[config.mk]
export PLATFORM = sky130hd
export DESIGN_NAME = fsm_equ_rd_sched
export DESIGN_NICKNAME = d
export VERILOG_FILES = /design/src/rtl/equ_pkg.sv /design/src/rtl/equ_rd_pipe.sv /design/src/rtl/fsm_equ_rd_sched.sv
export SDC_FILE = /design/constraint.sdc
export NUM_CORES = 1
export LEC_CHECK = 0
export ABC_CLOCK_PERIOD_IN_PS = 2300
export BUFFER_PORTS_ARGS = -buffer_cell sky130_fd_sc_hd__clkbuf_2
export CORE_MARGIN = 2
export CORE_UTILIZATION = 50
export DETAILED_ROUTE_END_ITERATION = 8
export PLACE_DENSITY_LB_ADDON = 0.25
export SYNTH_ARGS = -nofsm -noshare
export SYNTH_HDL_FRONTEND = slang
export SYNTH_SLANG_ARGS = --single-unit
[constraint.sdc]
create_clock -name i_clk_equ -period 2.3 [get_ports i_clk_equ]
set_input_delay 0.23 -clock i_clk_equ [delete_from_list [all_inputs] [get_ports i_clk_equ]]
set_output_delay 0.23 -clock i_clk_equ [all_outputs]
set_load 0.05 [all_outputs]
[src/rtl/equ_pkg.sv]
// Shared types and symbol/index mapping for the
// equalizer read scheduler.
package equ_pkg;

  typedef enum logic [2:0] {
    IDLE,
    WAIT_EST,
    SELECT,
    RUN,
    DRAIN,
    DONE
  } state_t;

  localparam int N_DATA_SYM = 6;
  localparam logic [2:0] IDX_NONE = 3'd7;

  function automatic logic [2:0] sym2idx(
    input logic [2:0] sym
  );
    logic [2:0] idx;
    case (sym)
      3'd1:    idx = 3'd0;
      3'd2:    idx = 3'd1;
      3'd3:    idx = 3'd2;
      3'd5:    idx = 3'd3;
      3'd6:    idx = 3'd4;
      3'd7:    idx = 3'd5;
      default: idx = IDX_NONE;
    endcase
    return idx;
  endfunction

  function automatic logic [2:0] idx2sym(
    input logic [2:0] idx
  );
    return (idx < 3'd3) ? idx + 3'd1
                        : idx + 3'd2;
  endfunction

endpackage

[src/rtl/equ_rd_pipe.sv]
// Read-latency delay line carrying beat tags
// alongside the buffer read data.
module equ_rd_pipe #(
  parameter int SC_W   = 4,
  parameter int RD_LAT = 1
) (
  input  logic            i_clk_equ,
  input  logic            i_rst_n,
  input  logic            flush,
  input  logic            vld,
  input  logic [2:0]      sym,
  input  logic [SC_W-1:0] sc,
  input  logic            last,
  output logic            q_vld,
  output logic [2:0]      q_sym,
  output logic [SC_W-1:0] q_sc,
  output logic            q_last,
  output logic            busy
);

  localparam int W = SC_W + 5;

  logic [W-1:0] stg [RD_LAT];

  always_ff @(posedge i_clk_equ or negedge i_rst_n) begin
    if (!i_rst_n) begin
      for (int i = 0; i < RD_LAT; i++)
        stg[i] <= '0;
    end else if (flush) begin
      for (int i = 0; i < RD_LAT; i++)
        stg[i] <= '0;
    end else begin
      stg[0] <= {vld, sym, sc, last};
      for (int i = 1; i < RD_LAT; i++)
        stg[i] <= stg[i-1];
    end
  end

  assign {q_vld, q_sym, q_sc, q_last} = stg[RD_LAT-1];

  // Beats still inside after the output stage retires
  always_comb begin
    busy = 1'b0;
    for (int i = 0; i < RD_LAT - 1; i++)
      busy = busy | stg[i][W-1];
  end

endmodule

[src/rtl/fsm_equ_rd_sched.sv]
// Read-side scheduler: gates data symbols on the
// pilot estimate and streams subcarriers to the EQ.
module fsm_equ_rd_sched
  import equ_pkg::*;
#(
  parameter int N_SC   = 12,
  parameter int SC_W   = 4,
  parameter int RD_LAT = 1,
  parameter int ADD_W  = 7
) (
  input  logic             i_clk_equ,
  input  logic             i_rst_n,
  input  logic             i_slot_start,
  input  logic             i_sym_wr_done,
  input  logic [2:0]       i_symbol_num,
  input  logic             i_est_valid,
  input  logic             i_equ_ready,
  output logic             o_rd_en,
  output logic [ADD_W-1:0] o_rd_add,
  output logic             o_equ_valid,
  output logic [2:0]       o_equ_sym,
  output logic [SC_W-1:0]  o_equ_sc,
  output logic             o_equ_last,
  output logic             o_slot_done,
  output logic             o_overrun
);

  localparam logic [SC_W-1:0] SC_LAST =
    SC_W'(N_SC - 1);

  state_t                state;
  logic [N_DATA_SYM-1:0] pending;
  logic [N_DATA_SYM-1:0] served;
  logic [N_DATA_SYM-1:0] pend_n;
  logic [N_DATA_SYM-1:0] srv_n;
  logic                  est_ok;
  logic                  est_n;
  logic [2:0]            cur_idx;
  logic [2:0]            wr_idx;
  logic [2:0]            sel_idx;
  logic [SC_W-1:0]       sc;
  logic                  in_run;
  logic                  beat;
  logic                  fin;
  logic                  wr_hit;
  logic                  ovr_hit;
  logic                  pipe_busy;

  assign wr_idx = sym2idx(i_symbol_num);
  assign in_run = (state == RUN);
  assign beat   = in_run & i_equ_ready;
  assign fin    = beat & (sc == SC_LAST);
  assign wr_hit = i_sym_wr_done
                & (wr_idx != IDX_NONE);
  assign est_n  = est_ok | i_est_valid;

  always_comb begin
    ovr_hit = 1'b0;
    if (wr_hit)
      ovr_hit = pending[wr_idx]
              | served[wr_idx]
              | (in_run & (cur_idx == wr_idx));
  end

  always_comb begin
    pend_n = pending;
    srv_n  = served;
    if (fin) begin
      pend_n[cur_idx] = 1'b0;
      srv_n[cur_idx]  = 1'b1;
    end
    if (wr_hit && !ovr_hit)
      pend_n[wr_idx] = 1'b1;
  end

  always_comb begin
    sel_idx = '0;
    for (int i = N_DATA_SYM - 1; i >= 0; i--)
      if (pending[i])
        sel_idx = 3'(i);
  end

  assign o_rd_en  = beat;
  assign o_rd_add = beat
    ? ADD_W'(cur_idx) * ADD_W'(N_SC) + ADD_W'(sc)
    : '0;

  equ_rd_pipe #(
    .SC_W   (SC_W),
    .RD_LAT (RD_LAT)
  ) u_pipe (
    .i_clk_equ (i_clk_equ),
    .i_rst_n   (i_rst_n),
    .flush     (i_slot_start),
    .vld       (beat),
    .sym       (idx2sym(cur_idx)),
    .sc        (sc),
    .last      (fin),
    .q_vld     (o_equ_valid),
    .q_sym     (o_equ_sym),
    .q_sc      (o_equ_sc),
    .q_last    (o_equ_last),
    .busy      (pipe_busy)
  );

  always_ff @(posedge i_clk_equ or negedge i_rst_n) begin
    if (!i_rst_n) begin
      state       <= IDLE;
      pending     <= '0;
      served      <= '0;
      est_ok      <= 1'b0;
      cur_idx     <= '0;
      sc          <= '0;
      o_slot_done <= 1'b0;
      o_overrun   <= 1'b0;
    end else if (i_slot_start) begin
      state       <= WAIT_EST;
      pending     <= '0;
      served      <= '0;
      est_ok      <= 1'b0;
      cur_idx     <= '0;
      sc          <= '0;
      o_slot_done <= 1'b0;
      o_overrun   <= 1'b0;
    end else begin
      o_slot_done <= 1'b0;
      if (state != IDLE) begin
        pending <= pend_n;
        served  <= srv_n;
        est_ok  <= est_n;
        if (ovr_hit)
          o_overrun <= 1'b1;
      end
      unique case (state)
        WAIT_EST: begin
          if (est_n)
            state <= SELECT;
        end
        SELECT: begin
          if (|pending) begin
            cur_idx <= sel_idx;
            sc      <= '0;
            state   <= RUN;
          end else if (&served) begin
            o_slot_done <= 1'b1;
            state       <= DONE;
          end
        end
        RUN: begin
          if (beat) begin
            sc <= sc + 1'b1;
            if (sc == SC_LAST)
              state <= DRAIN;
          end
        end
        DRAIN: begin
          if (!pipe_busy)
            state <= SELECT;
        end
        DONE:    state <= IDLE;
        default: state <= IDLE;
      endcase
    end
  end

endmodule
# == Word-level counts from Yosys, hierarchy flattened ==
# Cells that the tools add are included.
# op_classes
add_sub_neg,4
multipliers,1
n_lt_le_gt_ge,5
n_eq_ne,18
mux,49
bitwise_logic,11
n_reduce_logical,18
# op_table
cell,n
$mux W3,16
$mux W6,7
$pmux W3 S6,1
$mux W1,14
$eq A3 B2 Y1 const B,4
$eq A3 B3 Y1 const B,4
$mux W4,3
$or A6 B6 Y6,2
$pmux W3 S4,1
$reduce_bool A2 Y1,5
$mux W9,1
$ne A3 B3 Y1 const B,3
$lt A3 B4 Y1 const B,2
$pmux W4 S2,1
$add A7 B4 Y7,1
$mux W7,1
$and A6 B6 Y6,1
$bmux W1 S3,2
$demux W1 S3,2
$eq A3 B1 Y1 const B,2
$ge A3 B1 Y1 const B,2
$ne A3 B2 Y1 const B,2
$not A6 Y6,1
$reduce_and A2 Y1,3
other kinds (17),25
# word_totals
regBits,34
inputBits,9
word_cells,115

# == Longest topological paths before layout ==
# Gate-level depths: netlist of the first run.
# logic_depth
word_depth,12
mapped_depth,7
depth_no_buf,6

# == Hierarchy ==
# From an unflattened synthesis of the first run, not the netlist that was laid out.
# hier_totals
hier_cells,213
hier_area_um2,2023.2
# modules_own_cells
mod,n_inst,cells_per_inst,area_per_inst_um2
fsm_equ_rd_sched,1,193,1730.4
equ_rd_pipe,1,20,292.8

# == Least setup slack after synthesis of the first run ==
# No wires, ideal clock.
# synth_timing
path_type,register to output
startpoint,register cur_idx[0]
endpoint,output port o_rd_add[5]
arrival_ns,2.482
required_ns,2.070
slack_ns,-0.412
path_stages_with_launch,6
n_path_buf,0
path_cell_list,dfrtp_1 -> ha_1 -> fa_1 -> xor2_1 -> and3_1 -> nor3_1
# synth_via
elab_chain_cells,3
# synth_rtl
item,line,text
start: declaration,fsm_equ_rd_sched.sv:38,logic [2:0] cur_idx;
start signal: assignment,fsm_equ_rd_sched.sv:141,cur_idx <= sel_idx;
$mul A3 B2 Y5,fsm_equ_rd_sched.sv:85,? ADD_W'(cur_idx) * ADD_W'(N_SC) + ADD_W'(sc)
$add A7 B4 Y7,fsm_equ_rd_sched.sv:85,
$mux W7,fsm_equ_rd_sched.sv:85,
end: declaration,fsm_equ_rd_sched.sv:19,"output logic [ADD_W-1:0] o_rd_add,"
# No other way between the ends.

# == Final worst setup path of the first run ==
# layout_timing
startpoint,register cur_idx[1]
endpoint,output port o_rd_add[6]
# Same word-level chain as after synthesis.

==> metrics.csv, run 1 <==
stage,metric,value,unit
worst_setup_path,required time of the critical path,2.07,ns
die,Top-Level Pins,28,
worst_setup_path,Critical Path Fanout Max,3,
grt,number of global-route vias before repair,1648,
detailed_routing,initial drt markers,129,
layout,filler-free cell count of the finished design,314,
die,core outline area,0.00397,mm²
timing,max_slew headroom,42.8,%
yosys,share of async-settable or async-resettable flops after synthesis,100,%
timing,period utilization,97.1,%
cts,Inserted Clock Buffers,5,
worst_setup_path,CP top delay family,adder cells,
timing,final hold viol count,0,
yosys,Post-Syn Area,0.00206,mm²
die,# rows,23,
run,count of max-cap constraint violations,0,
worst_setup_path,sort of element at the start of the critical path,flip-flop,
worst_setup_path,list of cells traversed by the critical path,ha_4 > fa_2 > xor2_2 > nand3b_1 > xnor2_1 > nor2_2 > buf_8,
worst_setup_path,Crit-path slowest cell,dfrtp_1,
timing,unrepaired setup endpoints after global routing,yes,
layout,"most common cell after layout, fill and taps aside",dfrtp_1,
layout,Antenna Cells,0,
worst_setup_path,capturing element type of the critical path,primary output,
timing,count of endpoints failing setup in the final report,0,
detailed_routing,average via count per standard cell,5.83,
layout,net total in the final layout,282,
place,total instance count after detailed placement,304,
grt,antenna violations before repair,0,
worst_setup_path,worst setup path category,reg2out,
detailed_routing,Detail Route Antenna Nets,0,
worst_setup_path,Crit path largest cell delay,0.42,ns
cts,CTS Buffer Depth,2,
detailed_routing,mean routed wirelength per cell,15.9,µm
cts,number of hold buffers added after CTS,0,
yosys,cell type contributing the most total cell area after synthesis,dfrtp_1,
status,outcome,"complete, no violations",
worst_hold_path,Hold Crit Class,in2async,
detailed_routing,"wirelength, routed",4.98,mm
die,vertical extent of the die,68.2,µm
place,half-perimeter wire length after placement,3.40,mm
worst_setup_path,slack of the worst reg-to-reg path,0.42,ns
cts,Clock H-tree levels,2,
yosys,cells after synthesis,230,
grt,global-route wire length before repair,8.14,mm
worst_setup_path,buffer and inverter count on the worst path,1,
detailed_routing,total iterations of the first detailed-routing run,4,
power_and_ir_drop,Lkg Pwr,1.13,nW
yosys,number of synthesis warnings,0,
cts,root buffer cell,clkbuf_8,
yosys,portion of the post-synthesis area used by sequential elements,41.3,%
die,Die X-Extent,68.2,µm
layout,synth-to-layout area growth,18.7,%
yosys,main flop type after synthesis,dfrtp_1,
grt,maximum number of pins on one net before global-route repair,35,
yosys,ranking of synthesized cells by area,"dfrtp_1 41%, nor2_1 5.3%, ha_1 4.9%, a21oi_1 3.6%, nand2_1 3.6%",
cts,clk_lat worst skew,0.29,ns
die,starting density of the core,51.9,%
layout,highest-count cells in the layout ignoring fill and taps,"34 x dfrtp_1, 28 x nor2_1, 25 x clkbuf_2",
cts,post-CTS clock slew at the launch and capture registers of the worst setup and hold paths,0.07,ns
worst_setup_path,arrival time of data at the critical path endpoint,2.00,ns
yosys,post-synth top area share,41.3,%
detailed_routing,vias,1831,
timing,highest attainable clock frequency,448,MHz
grt,Congestion Overflow GR,0,
die,die outline area,0.00465,mm²
yosys,#FFs+latches synth,34,
detailed_routing,number of remaining DRC errors,0,
yosys,number of unique standard cell types used by synthesis,51,
timing,fin crit period,2.23,ns
timing,Worst Skew,0.00329,ns
layout,utilization after layout,61.5,%
layout,# fillers,353,
place,number of port buffers,27,
power_and_ir_drop,worst vdd rail ir drop,0.367,mV
cts,number of clock sinks seen by CTS,34,
cts,TritonCTS clock tree,built,
place,weighted congestion reported at the end of routability-driven placement,0.866,
timing,number of max-slew violations in the final report,0,
grt,global-route usage over all layers,24.0,%
layout,layout cell share with drive strength beyond 1,25.0,%
power_and_ir_drop,total power per unit cell area,661,mW/mm²
yosys,average size of a mapped cell,8.95,µm²
yosys,number of nets in the synthesized netlist,249,
timing,measured slew at the worst slew-check pin,0.858,ns
yosys,Post-synth EDFFs,0,
-- per-stage QoR --
stage                     hold WS (ns)  setup WS (ns)  setup TNS (ns)  power, mW  area, µm²
final                           0.0420         0.0677               0       1.62       2440
after global routing             0.120        -0.0437         -0.0581       1.71       2440
after CTS                       0.0650        0.00210               0       1.62       2410
after detailed placement         0.381          0.234               0       1.09       2260
after global placement           0.384          0.233               0       1.09       2260
after floorplan                -0.0656         0.0137               0      0.985       2070
-- cell usage after synthesis, drive strengths merged (2+ instances only) --
cell type  instances
o31ai              2
xnor2              4
and2               2
inv               14
or3                4
nand3              7
nor2b              3
nor2              30
or2                3
nor4               4
a211oi             3
nand2             20
fa                 2
nand4              3
dfrtp             34
xor2               3
mux2i              2
clkbuf             7
a21oi             15
ha                 8
buf                4
a22o               2
o211ai             5
nand2b             3
nor3              12
nor3b              2
and3               3
o21ai              9
nand3b             4
-- where the power goes --
part | internal, mW | switching [mW]
clock network | 0.302 | 0.222
logic | 0.147 | 0.243
registers | 0.636 | 0.0650
-- sequential cells by signal, summed over array words and instances, names as in the netlist --
| name | cells |
|---|---|
| o_slot_done | 1 |
| state | 3 |
| pending | 6 |
| served | 6 |
| est_ok | 1 |
| cur_idx | 3 |
| u_pipe.stg | 9 |
| o_overrun | 1 |
| sc | 4 |
-- per-layer routing --
| layer | routed length, µm | share of wire, % | track usage, % | vias up |
|---|---|---|---|---|
| met5 | 0 | 0 | 0 | - |
| met4 | 112 | 2.2 | 10.3 | 0 |
| met3 | 365 | 7.3 | 5.59 | 12 |
| met2 | 2320 | 47 | 34.7 | 75 |
| met1 | 2180 | 44 | 34.3 | 877 |
| li1 | - | - | - | 867 |
-- cell type report --
class,instances,area [µm²],area share [%]
clock buffers,8,110,4.51
flip-flops and latches,34,851,34.8
repair buffers,37,228,9.32
inverters,14,52.6,2.15
multi-input cells,171,1140,46.6
well taps,50,62.6,2.56
-- what timing repair did --
item | in CTS | in global routing
gates resized for setup | 5 | 9
setup endpoints to repair | 1 | 2
pin swaps | 1 | 6
setup buffers | 1 | 1
-- kinds of logic (layout without fill, tap and decap cells) --
family / Yosys count / count (layout) / share of synthesized area, %
compound gates: 46 / 46 / 14.9
xor+xnor: 7 / 7 / 2.98
fa+ha+maj: 10 / 10 / 6.80
buf+inv: 25 / 59 / 5.53
flops: 34 / 34 / 41.3
mux: 3 / 3 / 1.52
simple gates: 105 / 105 / 26.9
-- worst paths after layout --
check	endpoint	start	cells past startpoint
setup / recovery	o_rd_add[6]	cur_idx[1]	7
hold / removal	pending[0]	i_rst_n	1
setup reg to reg	state[1]	pending[1]	5
hold reg to reg	est_ok	est_ok	1
max in group asynchronous	served[0]	i_rst_n	1
min in group i_clk_equ	est_ok	i_est_valid	2
(Power assumes the default switching activity.)
==> run 2: changes to the inputs <==
- CORE_ASPECT_RATIO: not set -> 1.75
- CORE_UTILIZATION: 50 -> 57
==> run 2 against run 1 <==
The flow now finishes with violations (setup timing). Global-route usage increased by 3.2 points. Register-to-register slack got worse by 0.13 ns. Final area decreased by 0.72%. Non-clock buffer count unchanged. Final cell count decreased by 1.6%. Clock power increased by 4.0%. Clock-buffer cell count decreased by 3. Worst hold slack improved by 0.00079 ns. Core utilization increased by 9.1 points.
==> metrics.csv, run 2 (synthesized netlist as in run 1, its figures left out) <==
stage,metric,value,unit
status,outcome,finished with violations,
status,failing checks,setup timing,
timing,total negative setup slack,-0.0192,ns
cts,Inserted Clock Buffers,5,
layout,Antenna Cells,0,
cts,CTS Buffer Depth,2,
layout,area used by sequential logic in the layout,851,µm²
worst_setup_path,Crit path largest cell delay,0.43,ns
layout,highest-count cells in the layout ignoring fill and taps,"34 x dfrtp_1, 28 x nor2_1, 25 x clkbuf_2",
grt,global-route wire length before repair,8.63,mm
timing,Worst Skew,0.00483,ns
timing,unrepaired setup endpoints after global routing,yes,
timing,max_slew headroom,42.2,%
worst_setup_path,sort of element at the start of the critical path,flip-flop,
detailed_routing,Detail Route Antenna Nets,0,
worst_hold_path,Hold Crit Class,in2async,
grt,number of global-route vias before repair,1900,
cts,Clock H-tree levels,2,
place,half-perimeter wire length after placement,3.62,mm
cts,number of clock sinks seen by CTS,34,
worst_setup_path,Critical Path Fanout Max,3,
layout,register name with the most flops,u_pipe.stg,
timing,measured slew at the worst slew-check pin,0.867,ns
detailed_routing,total iterations of the first detailed-routing run,4,
grt,global-route usage over all layers,27.2,%
timing,number of max-slew violations in the final report,0,
grt,antenna violations before repair,0,
place,weighted congestion reported at the end of routability-driven placement,0.971,
timing,period utilization,101,%
grt,Congestion Overflow GR,0,
die,starting density of the core,60.0,%
power_and_ir_drop,Final Power,1.62,mW
worst_setup_path,Worst setup endpoint,o_rd_add[5],
place,number of port buffers,27,
cts,clk_lat worst skew,0.29,ns
cts,post-CTS clock slew at the launch and capture registers of the worst setup and hold paths,0.07,ns
layout,filler-free cell count of the finished design,309,
layout,area taken by multi-input logic gates,0.00113,mm²
worst_setup_path,capturing element type of the critical path,primary output,
power_and_ir_drop,total power per unit cell area,669,mW/mm²
worst_setup_path,Crit-path slowest cell,dfrtp_1,
layout,"most common cell after layout, fill and taps aside",dfrtp_1,
layout,biggest registers after layout,"u_pipe.stg: 9 flops, pending: 6 flops, served: 6 flops",
layout,utilization after layout,70.7,%
die,die outline area,0.00413,mm²
worst_setup_path,worst setup path category,reg2out,
power_and_ir_drop,Lkg Pwr,1.14,nW
worst_setup_path,CP Launch Point,cur_idx[0],
layout,layout cell share with drive strength beyond 1,23.9,%
grt,maximum number of pins on one net before global-route repair,35,
worst_setup_path,required time of the critical path,2.07,ns
detailed_routing,average via count per standard cell,6.01,
layout,net total in the final layout,282,
die,core outline area,0.00343,mm²
detailed_routing,"wirelength, routed",5.24,mm
place,total instance count after detailed placement,299,
detailed_routing,vias,1858,
run,count of max-cap constraint violations,0,
layout,# fillers,308,
die,Die X-Extent,49.4,µm
cts,TritonCTS clock tree,built,
worst_setup_path,number of cells on the critical path,6,
worst_setup_path,CP top delay family,adder cells,
timing,count of endpoints failing setup in the final report,1,
worst_setup_path,worst flop-to-flop path endpoint,state[1],
layout,"flip-flop count of the largest register, all copies and words added",9,
cts,root buffer cell,clkbuf_8,
timing,final hold viol count,0,
die,vertical extent of the die,83.5,µm
detailed_routing,mean routed wirelength per cell,16.9,µm
detailed_routing,initial drt markers,84,
worst_setup_path,buffer and inverter count on the worst path,1,
die,# rows,28,
worst_setup_path,launching point of the worst reg2reg path,pending[0],
power_and_ir_drop,worst vdd rail ir drop,0.456,mV
timing,highest attainable clock frequency,431,MHz
worst_setup_path,slack of the worst reg-to-reg path,0.29,ns
worst_setup_path,arrival time of data at the critical path endpoint,2.09,ns
die,Top-Level Pins,28,
timing,worst hold slack,0.0428,ns
worst_setup_path,worst r2r path cells,5,
timing,fin crit period,2.32,ns
layout,synth-to-layout area growth,17.8,%
worst_setup_path,list of cells traversed by the critical path,ha_4 > ha_1 > a21o_1 > and3_1 > nor3_2 > clkbuf_4,
timing,worst-case setup margin in the final layout,-0.0192,ns
detailed_routing,number of remaining DRC errors,0,
[run 2: what timing repair did]
action	CTS	global route
buffers inserted	0	2
resized for setup	4	6
pin swaps	1	4
hold endpoints to repair	0	0
hold buffers	0	0
endpoints found under the setup margin	2	3
[run 2: worst min-delay path by stage]
stage	from	endpoint	slack, ns	depth (start not counted)
after floorplan	i_rst_n	cur_idx[0]	-0.07	0
after global placement	i_rst_n	state[1]	0.37	1
after detailed placement	i_rst_n	state[1]	0.38	1
after CTS	i_rst_n	u_pipe.stg[3]	0.07	1
after global routing	i_rst_n	u_pipe.stg[8]	0.11	1
final	i_rst_n	state[1]	0.04	1
[run 2: stage by stage]
stage	setup WS [ns]	area, µm²
after floorplan	0.0137	2070
after global placement	0.240	2260
after detailed placement	0.193	2260
after CTS	-0.0310	2380
after global routing	-0.0699	2430
final	-0.0192	2430
[run 2: area by class of cell]
| type | instances | share of cell area (%) |
|---|---|---|
| multi-input cells | 171 | 46.5 |
| flip-flops and latches | 34 | 35.1 |
| repair buffers | 37 | 9.49 |
| clock buffers | 5 | 2.84 |
| well taps | 45 | 2.32 |
| inverters | 14 | 2.17 |
| clock inverters | 3 | 1.65 |
[run 2: power by group]
part	internal (mW)	leakage [nW]	switching [mW]
Sequential	0.636	0.466	0.0619
Clock	0.319	0.0579	0.226
Combinational	0.140	0.612	0.239
[run 2: routing by layer]
metal	wire [µm]	GRT usage, %	vias to the layer above
met4	220	15.2	0
met1	1890	27.9	891
met2	2900	50.1	80
li1	-	-	868
met5	0	0	-
met3	229	4.66	19
